### config.mk
export PLATFORM = sky130hd
export DESIGN_NAME = ula_8_bits_controller
export DESIGN_NICKNAME = d
export VERILOG_FILES = /design/src/rtl/ula_8_bits_controller.sv
export SDC_FILE = /design/constraint.sdc
export NUM_CORES = 1
export LEC_CHECK = 0
export ABC_AREA = 1
export BUFFER_PORTS_ARGS = -buffer_cell sky130_fd_sc_hd__buf_2
export CORE_UTILIZATION = 40
export DETAILED_ROUTE_END_ITERATION = 10
export PLACE_DENSITY = 0.66
export SLEW_MARGIN = 20
export SYNTH_ARGS = -nofsm -noshare
export SYNTH_HDL_FRONTEND = slang
export SYNTH_SLANG_ARGS = --single-unit
### constraint.sdc
create_clock -name clk -period 1.9 [get_ports clk]
set_input_delay 0.285 -clock clk [delete_from_list [all_inputs] [get_ports clk]]
set_output_delay 0.285 -clock clk [all_outputs]
set_load 0.005 [all_outputs]
### src/rtl/ula_8_bits_controller.sv
// Sequencing controller for an external 8-bit ALU: accepts commands, holds the
// accumulator, and returns results. Define ULA_CARRY_CHAIN_EN for multi-byte carry chaining.
module ula_8_bits_controller #(
    parameter int unsigned WAIT_CYCLES = 1
) (
    input  logic       clk,
    input  logic       rst_n,
    input  logic       cmd_valid,
    output logic       cmd_ready,
    input  logic [2:0] cmd_op,
    input  logic [7:0] cmd_data,
    output logic [7:0] ula_a,
    output logic [7:0] ula_b,
    output logic [2:0] ula_x,
    output logic       ula_cin,
    input  logic [7:0] ula_s,
    input  logic       ula_cout,
    output logic       res_valid,
    input  logic       res_ready,
    output logic [7:0] res_data,
    output logic       res_cout,
    output logic       res_zero,
    output logic       res_err
);

    // state | meaning
    // IDLE  | ready for a command, last result still shown on res_data
    // EXEC  | ALU operands held steady while the ALU settles
    // RESP  | result presented until the consumer takes it
    typedef enum logic [1:0] {IDLE, EXEC, RESP} state_t;

    localparam logic [2:0] OP_ADD   = 3'b000;
    localparam logic [2:0] OP_SUB   = 3'b001;
    localparam logic [2:0] OP_AND   = 3'b010;
    localparam logic [2:0] OP_OR    = 3'b011;
    localparam logic [2:0] OP_NOT   = 3'b100;
    localparam logic [2:0] OP_LOAD  = 3'b101;
    localparam logic [2:0] OP_CLEAR = 3'b110;

    localparam logic [3:0] CNT_INIT = 4'(WAIT_CYCLES - 1);

    state_t     state;
    logic [7:0] acc;
    logic [7:0] data_q;
    logic [2:0] op_q;
    logic       carry;
    logic       err;
    logic [3:0] cnt;

    always_ff @(posedge clk or negedge rst_n) begin
        if (!rst_n) begin
            state     <= IDLE;
            acc       <= 8'h00;
            data_q    <= 8'h00;
            op_q      <= 3'b000;
            carry     <= 1'b0;
            err       <= 1'b0;
            cnt       <= 4'd0;
            cmd_ready <= 1'b0;
            res_valid <= 1'b0;
        end else begin
            case (state)
                IDLE: begin
                    // ready rises on the first edge out of reset and stays up while idle
                    cmd_ready <= 1'b1;
                    if (cmd_valid && cmd_ready) begin
                        op_q      <= cmd_op;
                        data_q    <= cmd_data;
                        cmd_ready <= 1'b0;
                        case (cmd_op)
                            OP_ADD, OP_SUB, OP_AND, OP_OR, OP_NOT: begin
                                err   <= 1'b0;
                                cnt   <= CNT_INIT;
                                state <= EXEC;
                            end
                            OP_LOAD: begin
                                acc       <= cmd_data;
                                carry     <= 1'b0;
                                err       <= 1'b0;
                                res_valid <= 1'b1;
                                state     <= RESP;
                            end
                            OP_CLEAR: begin
                                acc       <= 8'h00;
                                carry     <= 1'b0;
                                err       <= 1'b0;
                                res_valid <= 1'b1;
                                state     <= RESP;
                            end
                            default: begin
                                err       <= 1'b1;
                                res_valid <= 1'b1;
                                state     <= RESP;
                            end
                        endcase
                    end
                end
                EXEC: begin
                    if (cnt == 4'd0) begin
                        acc       <= ula_s;
                        carry     <= (op_q == OP_AND || op_q == OP_NOT) ? 1'b0 : ula_cout;
                        res_valid <= 1'b1;
                        state     <= RESP;
                    end else begin
                        cnt <= cnt - 4'd1;
                    end
                end
                RESP: begin
                    if (res_ready) begin
                        res_valid <= 1'b0;
                        cmd_ready <= 1'b1;
                        state     <= IDLE;
                    end
                end
                default: state <= IDLE;
            endcase
        end
    end

    assign ula_a    = acc;
    assign ula_b    = data_q;
    assign ula_x    = op_q;
    assign res_data = acc;
    assign res_cout = carry;
    assign res_zero = (acc == 8'h00);
    assign res_err  = err;

`ifdef ULA_CARRY_CHAIN_EN
    assign ula_cin = (state == EXEC) && (op_q == OP_ADD || op_q == OP_SUB) && carry;
`else
    assign ula_cin = 1'b0;
`endif

endmodule

==> results_dict.tcl, run 1 <==
set metrics [dict create \
    clock-sinks 29 \
    ant_nets 0 \
    firstDrtPassIters 4 \
    synthDistinctLibCells 27 \
    pwr-share-clk 0.147 \
    tns_ns 0 \
    switchingPower_mw 1.480 \
    crit_start "state[0]$_DFFE_PN0P_" \
    yosysWarnings 0 \
    postPlaceCellArea_mm2 0.001934 \
    endpoint "res_err$_DFFE_PN0P_" \
    viasPerCell 4.604 \
    port_buffers 55 \
    synth.avg_cell_area_um2 7.575 \
    cts_buffers 5 \
    area_growth_pct 19.94 \
    finalCritPeriodShare 0.8696 \
    max_freq_mhz 605.2 \
    path_clk_slew_ns 0.06 \
    grt-ovfl-total 0 \
    reg2reg_depth 7 \
    fp.dieArea_mm2 0.004468 \
    drt_wl_total_um 3644 \
    cap_violations 0 \
    start_util 0.4174 \
    p_seq_frac 0.330 \
    grt_pass1_wl_um 6030 \
    worst_ep_arrival_time_ns 1.81 \
    gp_congestion 0.8157 \
    setup_ws_ns 0.2478 \
    die_w_um 66.84 \
    fin_cells 323 \
    syn_inst 222 \
    vdd_drop_max_uv 641.7 \
    ys_ff_latch 29 \
    drc_errors 0 \
    skew_ns 0.003418 \
    cts_tree "built" \
    dp.cells 315 \
    power.total_mw 3.361 \
    pwr-share-comb 0.523 \
    cp_max_fo 15 \
    vias 1487 \
    p_int_mw 1.881 \
    hold_viol_final 0 \
    antenna_cells 0 \
    die_y_um 66.84 \
    dp_worst_setup_slack_ns 0.2452 \
    drive_gt1_frac 0.2784 \
    period_needed_ns 1.652 \
    holdWs_ns 0.03128 \
    antenna_found_initial 0 \
    pin_count 57 \
    hold_path.class "input pin to asynchronous set/reset pin" \
    grt_pass1_vias 1372 \
    crit_type "register to register" \
    grt.total_usage 0.1818 \
    timing.rr.end "res_err$_DFFE_PN0P_" \
    cts_resized 0 \
    rsz0062_at_grt "no" \
    status "complete, no violations" \
    syn_area_mm2 0.001682 \
    power.density_mw_per_mm2 1666 \
    postCtsSetupBuffers 0 \
    htreeDepth 2 \
    cp.required_ns 2.06 \
    ys_seq_area_frac 0.4315 \
    stdcell_area_mm2 0.002017 \
    end_kind "register" \
    grt_max_degree 30 \
    drtIter0Drc 110 \
    maxSlewViolCount 0 \
    core_area_mm2 0.004029 \
    synth_nets 251 \
    root_buffer "clkbuf_8" \
    cts-hold-fix-buffers 0 \
    r2r_start "state[0]$_DFFE_PN0P_" \
    worstSetupStartpointType "register" \
    timing.slew.headroom 0.5655 \
    p_sw_frac 0.4402 \
    worst_pin_slew_ns 0.6517 \
    fp-row-count 23 \
    utilization 0.5006 \
    worstSkewPairLatency_ns 0.28 \
    cts.path.max_buffers 2 \
    setup_viol 0 \
    r2r_setup_slack_ns 0.25 \
    dp_hpwl_um 2759 \
    nets 301 \
    leakage_nw 1.198 \
    avgRoutedWirePerCell_um 11.28 \
]
==> area by class of cell <==
type	instances	area (µm²)
multi-input combinational	157	777.0
fill	424	2012
clock buffer	6	72.57
timing repair buffer	56	282.8
tap	50	62.56
clock inverter	2	10.01
sequential	29	725.7
inverter	23	86.33
==> registers in the layout, indices dropped and copies added, names as in the netlist <==
register / flops
res_valid: 1
ula_x: 3
res_err: 1
cmd_ready: 1
state: 2
ula_b: 8
res_data: 8
res_cout: 1
cnt: 4
==> how the worst min path moves through the flow <==
| stage | from | to | slack, ns | cells after the start |
|---|---|---|---|---|
| after floorplan | rst_n | cmd_ready$_DFFE_PN0P_ | -0.01 | 0 |
| after global placement | rst_n | ula_b[2]$_DFFE_PN0P_ | 0.35 | 1 |
| after detailed placement | rst_n | ula_b[2]$_DFFE_PN0P_ | 0.35 | 1 |
| after CTS | rst_n | ula_b[2]$_DFFE_PN0P_ | 0.05 | 1 |
| after global routing | rst_n | res_data[2]$_DFFE_PN0P_ | 0.08 | 1 |
| final | rst_n | ula_b[2]$_DFFE_PN0P_ | 0.03 | 1 |
==> power by group through the flow <==
| stage | combinational, mW | sequential (mW) | clock (mW) |
|---|---|---|---|
| after floorplan | 1.31 | 1.12 | 0 |
| after global placement | 1.75 | 1.12 | 0 |
| after detailed placement | 1.77 | 1.12 | 0 |
| after CTS | 1.78 | 1.11 | 0.493 |
| after global routing | 2.04 | 1.15 | 0.536 |
| final | 1.76 | 1.11 | 0.494 |
==> layout by cell type, fill, tap and decap left out, drive strengths merged <==
cell type	synthesis	final
clkinv	0	2
ha	5	5
conb	1	1
and2	1	1
nor4	2	2
clkbuf	0	6
inv	23	23
or2	1	1
a21oi	3	3
o21bai	1	1
buf	13	56
xnor2	1	1
nand3	27	27
o21ai	5	5
nand4	1	1
nor2	9	9
nand2	99	99
dfrtp	29	29
a22o	1	1
==> critical path: stages, from the launching register on <==
cell and delay (ns):
dfrtp_1 0.39, inv_1 0.09, ha_1 0.35, inv_1 0.12, nor2_4 0.29, inv_2 0.15
nand2_1 0.07, o21ai_0 0.07
==> synthesized netlist by cell type (all sizes together) <==
master | number | area [µm²]
conb | 1 | 3.750
nand4 | 1 | 6.260
o21bai | 1 | 7.510
dfrtp | 29 | 725.7
inv | 23 | 86.33
nand3 | 27 | 177.7
buf | 13 | 92.59
nor4 | 2 | 12.51
or2 | 1 | 6.260
and2 | 1 | 6.260
o21ai | 5 | 25.02
xnor2 | 1 | 8.760
a22o | 1 | 8.760
nand2 | 99 | 381.6
ha | 5 | 62.56
nor2 | 9 | 43.80
a21oi | 3 | 26.28
==> cells by family after synthesis <==
group	count (synthesis)	share of synthesized area
DFF	29	0.4315
other	1	0.002230
and+or+nand+nor	140	0.3772
AOI/OAI and AO/OA	10	0.04018
adders and majority gates	5	0.03720
buffers and inverters	36	0.1064
xor gates and xnor gates	1	0.005209
==> routing by layer <==
layer  track usage  up-vias  wire [µm]
li1              -      786          -
met1        0.2380      657       1761
met2        0.2929       42       1637
met3       0.05479        2        222
met4       0.03989        0         22
met5             0        -          0
(Power assumes the default switching activity.)
==> run 2: changes to the inputs <==
CTS_BUF_LIST = sky130_fd_sc_hd__clkbuf_16   (was default)
TNS_END_PERCENT = 100   (was default)
==> run 2 against run 1 <==
Effect of this change: critical path depth unchanged; hold slack better by 0.0082 ns; power up 7.5%; global-route usage up 0.072 points; fmax about the same; worst setup slack about the same; core utilization up 1.4 points; final cell count unchanged; cell area up 2.8%.
==> results_dict.tcl, run 2 (synthesized netlist as in run 1, its figures left out) <==
set metrics [dict create \
    status "complete, no violations" \
    end_kind "register" \
    max_freq_mhz 605.1 \
    tns_ns 0 \
    timing.slew.headroom 0.5598 \
    power.total_mw 3.612 \
    ant_nets 0 \
    area_growth_pct 23.29 \
    htreeDepth 2 \
    antenna_cells 0 \
    path_clk_slew_ns 0.05 \
    power.density_mw_per_mm2 1742 \
    viasPerCell 4.591 \
    nFillCells 419 \
    dp_worst_setup_slack_ns 0.2452 \
    cts.path.max_buffers 2 \
    grt-ovfl-total 0 \
    cp.required_ns 2.06 \
    grt_pass1_vias 1362 \
    grt_max_degree 30 \
    cts-hold-fix-buffers 0 \
    worstSkewPairLatency_ns 0.28 \
    worst_pin_slew_ns 0.6603 \
    seq_area_um2 725.7 \
    drc_errors 0 \
    cp_common_cell "inv_1" \
    clock-sinks 29 \
    fp-row-count 23 \
    slowest_stage "dfrtp_1" \
    grt.total_usage 0.1825 \
    worst_ep_arrival_time_ns 1.81 \
    layout_common_cells "nand2_1, buf_2, dfrtp_1" \
    pin_count 57 \
    cts_resized 0 \
    worstSetupStartpointType "register" \
    drtIter0Drc 93 \
    maxSlewViolCount 0 \
    drt_wl_total_um 3651 \
    die_w_um 66.84 \
    cap_violations 0 \
    postCtsSetupBuffers 0 \
    dp_hpwl_um 2759 \
    avgRoutedWirePerCell_um 11.30 \
    setup_ws_ns 0.2474 \
    cp_max_fo 15 \
    cts_tree "built" \
    hold_viol_final 0 \
    dp.cells 315 \
    hold_path.class "input pin to asynchronous set/reset pin" \
    crit_chain "inv_1, ha_1, inv_1, nor2_4, inv_2, nand2_1, o21ai_0" \
    setup_viol 0 \
    start_util 0.4174 \
    fin_cells 323 \
    cp_slowest_stage_delay_ns 0.38 \
    grt_pass1_wl_um 5982 \
    crit_type "register to register" \
    finalCritPeriodShare 0.8698 \
    crit_buf_inv 3 \
    vdd_drop_max_uv 564.5 \
    leakage_nw 1.228 \
    crit_family "flip-flops" \
    core_area_mm2 0.004029 \
    final_common_cell "nand2_1" \
    gp_congestion 0.8157 \
    fp.dieArea_mm2 0.004468 \
    period_needed_ns 1.653 \
    firstDrtPassIters 4 \
    port_buffers 55 \
    antenna_found_initial 0 \
    holdWs_ns 0.03952 \
    cts_buffers 5 \
    nets 301 \
    drive_gt1_frac 0.2784 \
    multi_input_area_um2 777.0 \
    root_buffer "clkbuf_16" \
    utilization 0.5146 \
    vias 1483 \
    postPlaceCellArea_mm2 0.001934 \
    stdcell_area_mm2 0.002073 \
    rsz0062_at_grt "no" \
    skew_ns 0.003544 \
    die_y_um 66.84 \
]
[run 2: cell types whose count changed in the layout (fill, tap and decap cells not counted), sizes merged]
| cell | before | now |
|---|---|---|
| inv | 23 | 24 |
| clkbuf | 6 | 5 |
[run 2: where the power goes]
| group | total, mW | switching, mW | internal (mW) |
|---|---|---|---|
| combinational | 1.75 | 1.04 | 0.716 |
| sequential | 1.11 | 0.200 | 0.912 |
| clock | 0.749 | 0.275 | 0.474 |
[run 2: cell type report]
type                       instances  share of cell area
clock buffer                       5             0.06035
clock inverter                     3            0.006638
inverter                          23             0.04164
multi-input combinational        157              0.3748
sequential                        29              0.3500
tap                               50             0.03017
timing repair buffer              56              0.1364
[run 2: worst paths after layout]
check | to | from | slack [ns] | depth (start not counted)
setup / recovery | res_err$_DFFE_PN0P_ | state[1]$_DFFE_PN0P_ | 0.25 | 7
setup reg to reg | res_err$_DFFE_PN0P_ | state[1]$_DFFE_PN0P_ | 0.25 | 7
hold reg to reg | ula_b[2]$_DFFE_PN0P_ | ula_b[2]$_DFFE_PN0P_ | 0.47 | 2
min in group clk | ula_b[0]$_DFFE_PN0P_ | cmd_data[0] | 0.24 | 3
hold / removal | ula_b[2]$_DFFE_PN0P_ | rst_n | 0.04 | 1
max in group asynchronous | state[1]$_DFFE_PN0P_ | rst_n | 1.43 | 1
[run 2: layer usage]
layer / track usage / vias up / wire (µm)
met5: 0 / - / 0
met2: 0.2942 / 43 / 1641
li1: - / 788 / -
met1: 0.2327 / 650 / 1715
met3: 0.05479 / 2 / 258
met4: 0.05585 / 0 / 36
